<file path="src/rtl/coregpio_bfm_apb_initiator.sv">
// rtl/coregpio_bfm_apb_initiator.sv - APB3 initiator BFM: one command in, SETUP/ACCESS on the *_PM bus, one response out
// Bounded wait-state timeout, sticky protocol-error flag, single transfer outstanding.
module coregpio_bfm_apb_initiator #(
  parameter int TIMEOUT  = 256,
  parameter int IDLE_GAP = 1
) (
  input  logic        PCLK_PM,
  input  logic        PRESETN_PM,
  input  logic        CMD_VALID,
  output logic        CMD_READY,
  input  logic        CMD_WRITE,
  input  logic [31:0] CMD_ADDR,
  input  logic [31:0] CMD_WDATA,
  output logic        RSP_VALID,
  output logic [31:0] RSP_RDATA,
  output logic        RSP_SLVERR,
  output logic        RSP_TIMEOUT,
  output logic        PROTO_ERR,
  output logic [15:0] TXN_COUNT,
  output logic        PSEL_PM,
  output logic [31:0] PADDR_PM,
  output logic        PWRITE_PM,
  output logic        PENABLE_PM,
  output logic [31:0] PWDATA_PM,
  input  logic [31:0] PRDATA_PM,
  input  logic        PREADY_PM,
  input  logic        PSLVERR_PM
);

  typedef enum logic [1:0] {ST_IDLE, ST_SETUP, ST_ACCESS, ST_GAP} state_t;

  localparam bit          TO_EN    = (TIMEOUT > 0);
  localparam logic [15:0] TO_LAST  = TO_EN ? 16'(TIMEOUT - 1) : 16'd0;
  localparam logic [15:0] GAP_LAST = (IDLE_GAP > 1) ? 16'(IDLE_GAP - 1) : 16'd0;

  state_t      state_q, state_d;
  logic [15:0] cnt_q, cnt_d;
  logic        cmd_ready_q, cmd_ready_d;
  logic        rsp_valid_q, rsp_valid_d;
  logic [31:0] rsp_rdata_q, rsp_rdata_d;
  logic        rsp_slverr_q, rsp_slverr_d;
  logic        rsp_timeout_q, rsp_timeout_d;
  logic        proto_err_q, proto_err_d;
  logic [15:0] txn_count_q, txn_count_d;
  logic        psel_q, psel_d;
  logic [31:0] paddr_q, paddr_d;
  logic        pwrite_q, pwrite_d;
  logic        penable_q, penable_d;
  logic [31:0] pwdata_q, pwdata_d;
  logic        accept;
  logic        finish;
  logic        abort;

  always_comb begin
    state_d       = state_q;
    cnt_d         = cnt_q;
    cmd_ready_d   = 1'b0;
    rsp_valid_d   = 1'b0;
    rsp_rdata_d   = rsp_rdata_q;
    rsp_slverr_d  = rsp_slverr_q;
    rsp_timeout_d = 1'b0;
    proto_err_d   = proto_err_q;
    txn_count_d   = txn_count_q;
    psel_d        = psel_q;
    paddr_d       = paddr_q;
    pwrite_d      = pwrite_q;
    penable_d     = penable_q;
    pwdata_d      = pwdata_q;
    accept        = CMD_VALID && cmd_ready_q;
    finish        = 1'b0;
    abort         = 1'b0;

    // PREADY is only meaningful in ACCESS; anywhere else it is a slave protocol violation.
    if (state_q != ST_ACCESS && PREADY_PM) begin
      proto_err_d = 1'b1;
    end

    case (state_q)
      ST_IDLE: begin
        cmd_ready_d = !accept;
        if (accept) begin
          psel_d   = 1'b1;
          paddr_d  = CMD_ADDR;
          pwrite_d = CMD_WRITE;
          pwdata_d = CMD_WRITE ? CMD_WDATA : 32'd0;
          state_d  = ST_SETUP;
        end
      end
      ST_SETUP: begin
        penable_d = 1'b1;
        cnt_d     = 16'd0;
        state_d   = ST_ACCESS;
      end
      ST_ACCESS: begin
        // A ready on the final allowed edge takes priority over the abort.
        if (PREADY_PM) begin
          finish = 1'b1;
        end else if (TO_EN && cnt_q == TO_LAST) begin
          finish = 1'b1;
          abort  = 1'b1;
        end else begin
          cnt_d = cnt_q + 16'd1;
        end
        if (finish) begin
          rsp_valid_d   = 1'b1;
          rsp_timeout_d = abort;
          rsp_rdata_d   = (abort || pwrite_q) ? 32'd0 : PRDATA_PM;
          rsp_slverr_d  = abort ? 1'b1 : PSLVERR_PM;
          psel_d        = 1'b0;
          penable_d     = 1'b0;
          paddr_d       = 32'd0;
          pwdata_d      = 32'd0;
          pwrite_d      = 1'b0;
          txn_count_d   = txn_count_q + 16'd1;
          cnt_d         = 16'd0;
          state_d       = ST_GAP;
        end
      end
      ST_GAP: begin
        if (cnt_q == GAP_LAST) begin
          cmd_ready_d = 1'b1;
          cnt_d       = 16'd0;
          state_d     = ST_IDLE;
        end else begin
          cnt_d = cnt_q + 16'd1;
        end
      end
      default: begin
        state_d = ST_IDLE;
        cnt_d   = 16'd0;
      end
    endcase
  end

  always_ff @(posedge PCLK_PM or negedge PRESETN_PM) begin
    if (!PRESETN_PM) begin
      state_q       <= ST_IDLE;
      cnt_q         <= 16'd0;
      cmd_ready_q   <= 1'b0;
      rsp_valid_q   <= 1'b0;
      rsp_rdata_q   <= 32'd0;
      rsp_slverr_q  <= 1'b0;
      rsp_timeout_q <= 1'b0;
      proto_err_q   <= 1'b0;
      txn_count_q   <= 16'd0;
      psel_q        <= 1'b0;
      paddr_q       <= 32'd0;
      pwrite_q      <= 1'b0;
      penable_q     <= 1'b0;
      pwdata_q      <= 32'd0;
    end else begin
      state_q       <= state_d;
      cnt_q         <= cnt_d;
      cmd_ready_q   <= cmd_ready_d;
      rsp_valid_q   <= rsp_valid_d;
      rsp_rdata_q   <= rsp_rdata_d;
      rsp_slverr_q  <= rsp_slverr_d;
      rsp_timeout_q <= rsp_timeout_d;
      proto_err_q   <= proto_err_d;
      txn_count_q   <= txn_count_d;
      psel_q        <= psel_d;
      paddr_q       <= paddr_d;
      pwrite_q      <= pwrite_d;
      penable_q     <= penable_d;
      pwdata_q      <= pwdata_d;
    end
  end

  assign CMD_READY   = cmd_ready_q;
  assign RSP_VALID   = rsp_valid_q;
  assign RSP_RDATA   = rsp_rdata_q;
  assign RSP_SLVERR  = rsp_slverr_q;
  assign RSP_TIMEOUT = rsp_timeout_q;
  assign PROTO_ERR   = proto_err_q;
  assign TXN_COUNT   = txn_count_q;
  assign PSEL_PM     = psel_q;
  assign PADDR_PM    = paddr_q;
  assign PWRITE_PM   = pwrite_q;
  assign PENABLE_PM  = penable_q;
  assign PWDATA_PM   = pwdata_q;

endmodule

</file>
<file path="config.mk">
export PLATFORM = sky130hd
export DESIGN_NAME = coregpio_bfm_apb_initiator
export DESIGN_NICKNAME = d
export VERILOG_FILES = /design/src/rtl/coregpio_bfm_apb_initiator.sv
export SDC_FILE = /design/constraint.sdc
export NUM_CORES = 1
export LEC_CHECK = 0
export ABC_AREA = 1
export CAP_MARGIN = 20
export CELL_PAD_IN_SITES_DETAIL_PLACEMENT = 1
export CELL_PAD_IN_SITES_GLOBAL_PLACEMENT = 1
export CORE_MARGIN = 2
export CORE_UTILIZATION = 32
export DETAILED_ROUTE_END_ITERATION = 10
export GPL_TIMING_DRIVEN = 0
export MAX_ROUTING_LAYER = met4
export PLACE_DENSITY = 0.79
export SLEW_MARGIN = 10
export SYNTH_ARGS = -nofsm -noshare
export SYNTH_HDL_FRONTEND = slang
export SYNTH_SLANG_ARGS = --single-unit
</file>
<file path="constraint.sdc">
create_clock -name PCLK_PM -period 2.1 [get_ports PCLK_PM]
set_clock_uncertainty 0.15 [all_clocks]
set_input_delay 0.315 -clock PCLK_PM [delete_from_list [all_inputs] [get_ports PCLK_PM]]
set_output_delay 0.315 -clock PCLK_PM [all_outputs]
set_load 0.05 [all_outputs]
</file>
# Word-level counts from Yosys, hierarchy flattened

Index checks and enable logic that the tools add are counted.

Bits in registers: 138
Logic and storage cells: 74
Input bits: 102

Reductions and logical operators: 14
Eq/ne operators: 10
Multiplexer cells: 34
$add $sub $neg: 2

Operators by type and width:

| operator              | count |
|---|---|
| $mux 32               | 5 |
| $pmux 32 s2           | 2 |
| $mux 16               | 4 |
| $pmux 16 s3           | 1 |
| $add 16x1->16 const B | 2 |
| $eq 16x8->1 const B   | 1 |
| $logic_not 16->1      | 1 |
| $mux 1                | 14 |
| $reduce_and 3->1      | 3 |
| $ne 2x2->1 const B    | 4 |
| $pmux 1 s2            | 4 |
| $pmux 2 s4            | 1 |
| $mux 2                | 3 |
| $ne 3x3->1 const B    | 2 |
| $eq 2x2->1 const B    | 2 |
| $reduce_and 2->1      | 2 |
| $reduce_bool 2->1     | 2 |
| $reduce_bool 3->1     | 1 |
| $eq 2x1->1 const B    | 1 |
| $logic_and 1x1->1     | 2 |
| $logic_not 2->1       | 1 |
| $logic_not 1->1       | 1 |
| $logic_or 1x1->1      | 1 |

# Depth between registers and ports, before layout

Depth in word-level cells: 6
Depth in mapped cells: 12
Mapped depth without buffers: 10

# Worst setup path after synthesis

OpenSTA, ideal clock, no wires.

Path kind: register to register
From: reg state_q[0]
To: reg pwdata_q[10] (netlist: PWDATA_PM[10])
Setup time: 65 ps
Cell stages (with the launch flop): 11
Arrival time: 1635 ps
Setup slack: 250 ps
Cells stage by stage: dfrtp_1 -> inv_1 -> ha_1 -> buf_2 -> inv_1 -> nor3_2 -> nand2_1 -> inv_2 -> buf_2 -> nand2_1 -> nand2_1

Word-level cells in the longest chain between the ends: 3
Elaborated cells on any way between the ends: 7
Classes of those cells: eq/ne: 3; mux: 1; reduce/logical: 3

RTL lines:

| element                                                   | RTL line | text |
|---|---|---|
| start, declared                                           | 36       | `state_t state_q, state_d;` |
| start signal, assigned                                    | 152      | `state_q <= state_d;` |
| $eq 2x2->1 or $logic_not 2->1 (tied branches)             | 78       | `case (state_q)` |
| $ne 2x2->1 (no line) or $reduce_bool 2->1 (tied branches) | n/a      |  |
| $reduce_and 3->1 (no line)                                | n/a      |  |
| end signal, assigned                                      | 165      | `pwdata_q <= pwdata_d;` |
| end, declared                                             | 49       | `logic [31:0] pwdata_q, pwdata_d;` |

Several ways; a longest one is shown, not always the timed one.
A chain may end at the register's enable or synchronous reset.

# Worst setup path after layout

From: reg rsp_timeout_q (netlist: RSP_TIMEOUT)
To: out RSP_TIMEOUT

RTL lines:

| element                | RTL line | text |
|---|---|---|
| start, declared        | 42       | `logic rsp_timeout_q, rsp_timeout_d;` |
| start signal, assigned | 158      | `rsp_timeout_q <= rsp_timeout_d;` |
| end, declared          | 17       | `output logic RSP_TIMEOUT,` |

No word-level cell between the ends.

==> impl_metrics.env <==
export IMPL_outcome="complete, no violations"
export IMPL_firstDrtPassIters=5
export IMPL_yosysMostFrequentCell="nand2_1"
export IMPL_die_w_um=142.9
export IMPL_fp_row_count=50
export IMPL_seq_power_share=0.287
export IMPL_slew_violations=0
export IMPL_synth_seq_cells=138
export IMPL_synth_edf_count=0
export IMPL_worst_pin_slew_ns=0.5895
export IMPL_vias_per_cell=4.647
export IMPL_drc=0
export IMPL_dieArea_um2=20420
export IMPL_portBuffers=221
export IMPL_cp_max_fo=1
export IMPL_path_cells="clkdlybuf4s50_1"
export IMPL_pin_count=222
export IMPL_worstSetupStartpointType="flop"
export IMPL_async_reset_ff_frac=1.000
export IMPL_cpLargestDelayFamily="buffers and inverters"
export IMPL_core_um2=18830
export IMPL_cts_root_buf="clkbuf_16"
export IMPL_synth_area_leader_cell="dfrtp_1"
export IMPL_place_ws_ns=-0.5326
export IMPL_synth_adder_area_share=0.01621
export IMPL_p_leak_uw=0.005402
export IMPL_grt_antenna_before_repair=0
export IMPL_detail_route_antenna_nets=0
export IMPL_synth_mux_area_frac=0
export IMPL_drt_iter0_drc=275
export IMPL_place_area_um2=8743
export IMPL_synthCells=759
export IMPL_synth_area_leaders="dfrtp_1 56%, nand2_1 24%, nand3_1 4.7%"
export IMPL_gp_congestion=0.8114
export IMPL_grt_pass1_vias=6469
export IMPL_cts_made_buffers=17
export IMPL_path_buf_inv=1
export IMPL_hold_class="in -> async"
export IMPL_drive_above_1_share=0.08627
export IMPL_cts_buffer_depth=2
export IMPL_hold_viol_final=0
export IMPL_placed_cells=1241
export IMPL_synth_xor_area_share=0.02696
export IMPL_ys_warn_count=0
export IMPL_fin_area_um2=9590
export IMPL_setup_viol=0
export IMPL_synth_top_family_by_area="simple AND/OR/NAND/NOR gates"
export IMPL_required_ns=1.63
export IMPL_ys_top_cells_by_count="400 x nand2_1, 138 x dfrtp_1, 58 x nand3_1"
export IMPL_yosysUniqueCellTypes=27
export IMPL_grtUsageTotal=0.2159
export IMPL_insertion_delay_ns=0.42
export IMPL_nets=1117
export IMPL_clkPwrFrac=0.238
export IMPL_slowest_stage="clkdlybuf4s50_1"
export IMPL_synth_top_area_frac=0.5594
export IMPL_pwr_share_comb=0.475
export IMPL_cts_tree="built"
export IMPL_synthFlopType="dfrtp_1"
export IMPL_vias=5948
export IMPL_yosysSeqAreaShare=0.5594
export IMPL_hpwl_um=14770
export IMPL_start_util=0.3278
export IMPL_synth_compound_area_frac=0.008512
export IMPL_clock_sinks=138
export IMPL_area_growth_pct=55.35
export IMPL_clk_pin_slew_ns=0.06
export IMPL_critical_path_arrival_ns=1.61
export IMPL_grt_overflow_total=0
export IMPL_syn_nets=869
export IMPL_synth_simple_area_share=0.3429
export IMPL_drv_cap=0
export IMPL_cp_end_kind="primary output"
export IMPL_internal_power_uw=7231
export IMPL_htree_levels=4
export IMPL_power_density_nw_per_um2=1382
export IMPL_slew_limit_headroom=0.6070
export IMPL_die_h_um=142.9
export IMPL_avgSynthCellArea_um2=8.134
export IMPL_wirelength_um=20520
export IMPL_max_freq_mhz=481.3
export IMPL_grt_pass1_wl_um=33180
export IMPL_min_period_ns=2.078
export IMPL_setup_ws_ns=0.02224
export IMPL_antenna_cells=0
export IMPL_crit_type="reg -> out"
export IMPL_grt_max_degree=83
export IMPL_switching_power_uw=6026
export IMPL_layout_cells_non_filler=1280
export IMPL_max_stage_delay_ns=0.82
export IMPL_avgRoutedWirePerCell_um=16.03
export IMPL_fin_crit_sh=0.9894
export IMPL_peakVddDrop_uv=686.0
export IMPL_p_sw_frac=0.4546
export IMPL_syn_area_um2=6173
-- cells in the final DEF, fill, tap and decap left out, types with 8 or more instances in the layout --
cell,count
buf_6,9
inv_1,25
nand4_1,9
dlymetal6s2s_1,40
nor2_1,35
nand2_1,396
dlygate4sd2_1,24
buf_4,10
xor2_1,11
nand3_1,58
clkbuf_16,17
xnor2_1,8
dfrtp_1,136
clkdlybuf4s50_1,156
-- routing by layer --
metal  vias up  share of wire  GRT usage
met5         -              0          -
met4         0          0.022    0.07608
met3        26          0.058    0.05869
met2       172           0.50     0.3565
met1      2903           0.42     0.2547
li1       2847              -          -
-- kinds of logic (layout without fill, tap and decap cells) --
group                    count (synthesis)  count (layout)
AND/OR/NAND/NOR                        523             523
flip-flops                             138             138
buffers and inverters                   61             322
XOR/XNOR                                19              19
AO/OA/AOI/OAI                           10              10
adder cells (fa/ha/maj)                  8               8
-- what timing repair did --
item	in CTS	in global routing
hold endpoints to repair	56	0
hold buffers	1	0
setup endpoints to repair	142	162
pin swaps	1	1
gates resized for setup	48	59
buffers inserted	3	3
-- power groups by stage --
| stage | sequential [µW] | combinational (µW) | clock (µW) |
|---|---|---|---|
| after floorplan | 6150 | 1600 | 0 |
| after global placement | 3820 | 6220 | 0 |
| after detailed placement | 3850 | 6290 | 0 |
| after CTS | 3810 | 6350 | 3230 |
| after global routing | 3900 | 6740 | 3330 |
| final | 3810 | 6300 | 3150 |
-- through the flow --
stage                     utilization  total power [µW]  setup TNS, ns  hold WS [ns]
final                          0.5093             13260              0        0.2700
after global routing           0.5093             13980       -0.07825        0.2794
after CTS                      0.4999             13390              0        0.2709
after detailed placement       0.4643             10140         -29.20        0.1337
after global placement         0.4626             10030        -776.60        0.3020
after floorplan                     -              7743              0       -0.1306
-- state kept, by name, indices dropped and copies added, names as in the netlist --
name and cells:
RSP_RDATA 32, state_q 2, PROTO_ERR 1, RSP_VALID 1, PSEL_PM 1, CMD_READY 1
PWDATA_PM 32, cnt_q 16, TXN_COUNT 16, PENABLE_PM 1, PWRITE_PM 1, PADDR_PM 32
RSP_TIMEOUT 1, RSP_SLVERR 1
-- layout make-up --
cell class,count,area [µm²]
inverters,31,116.4
flip-flops and latches,138,3456
multi-input cells,560,2477
repair buffers,229,2382
clock inverters,12,165.2
well taps,260,325.3
plain buffers,30,221.5
clock buffers,20,446.7
fillers,2211,9240
-- path summary, 6_finish.rpt --
path                            slack [ns]  cells after the start                        to                    start
worst max-delay path                  0.02                      1               RSP_TIMEOUT    RSP_TIMEOUT$_DFF_PN0_
worst min-delay path                  0.27                      2    RSP_SLVERR$_DFFE_PN0P_               PRESETN_PM
worst max register to register        0.12                     12   PADDR_PM[4]$_DFFE_PN0P_     cnt_q[1]$_DFFE_PN0P_
worst min register to register        0.31                      2   PADDR_PM[6]$_DFFE_PN0P_  PADDR_PM[6]$_DFFE_PN0P_
max in group asynchronous             0.71                      3      cnt_q[0]$_DFFE_PN0P_               PRESETN_PM
min in group PCLK_PM                  0.28                      3  PWDATA_PM[3]$_DFFE_PN0P_             CMD_WDATA[3]
No activity file was read; power rests on OpenSTA's default activity.
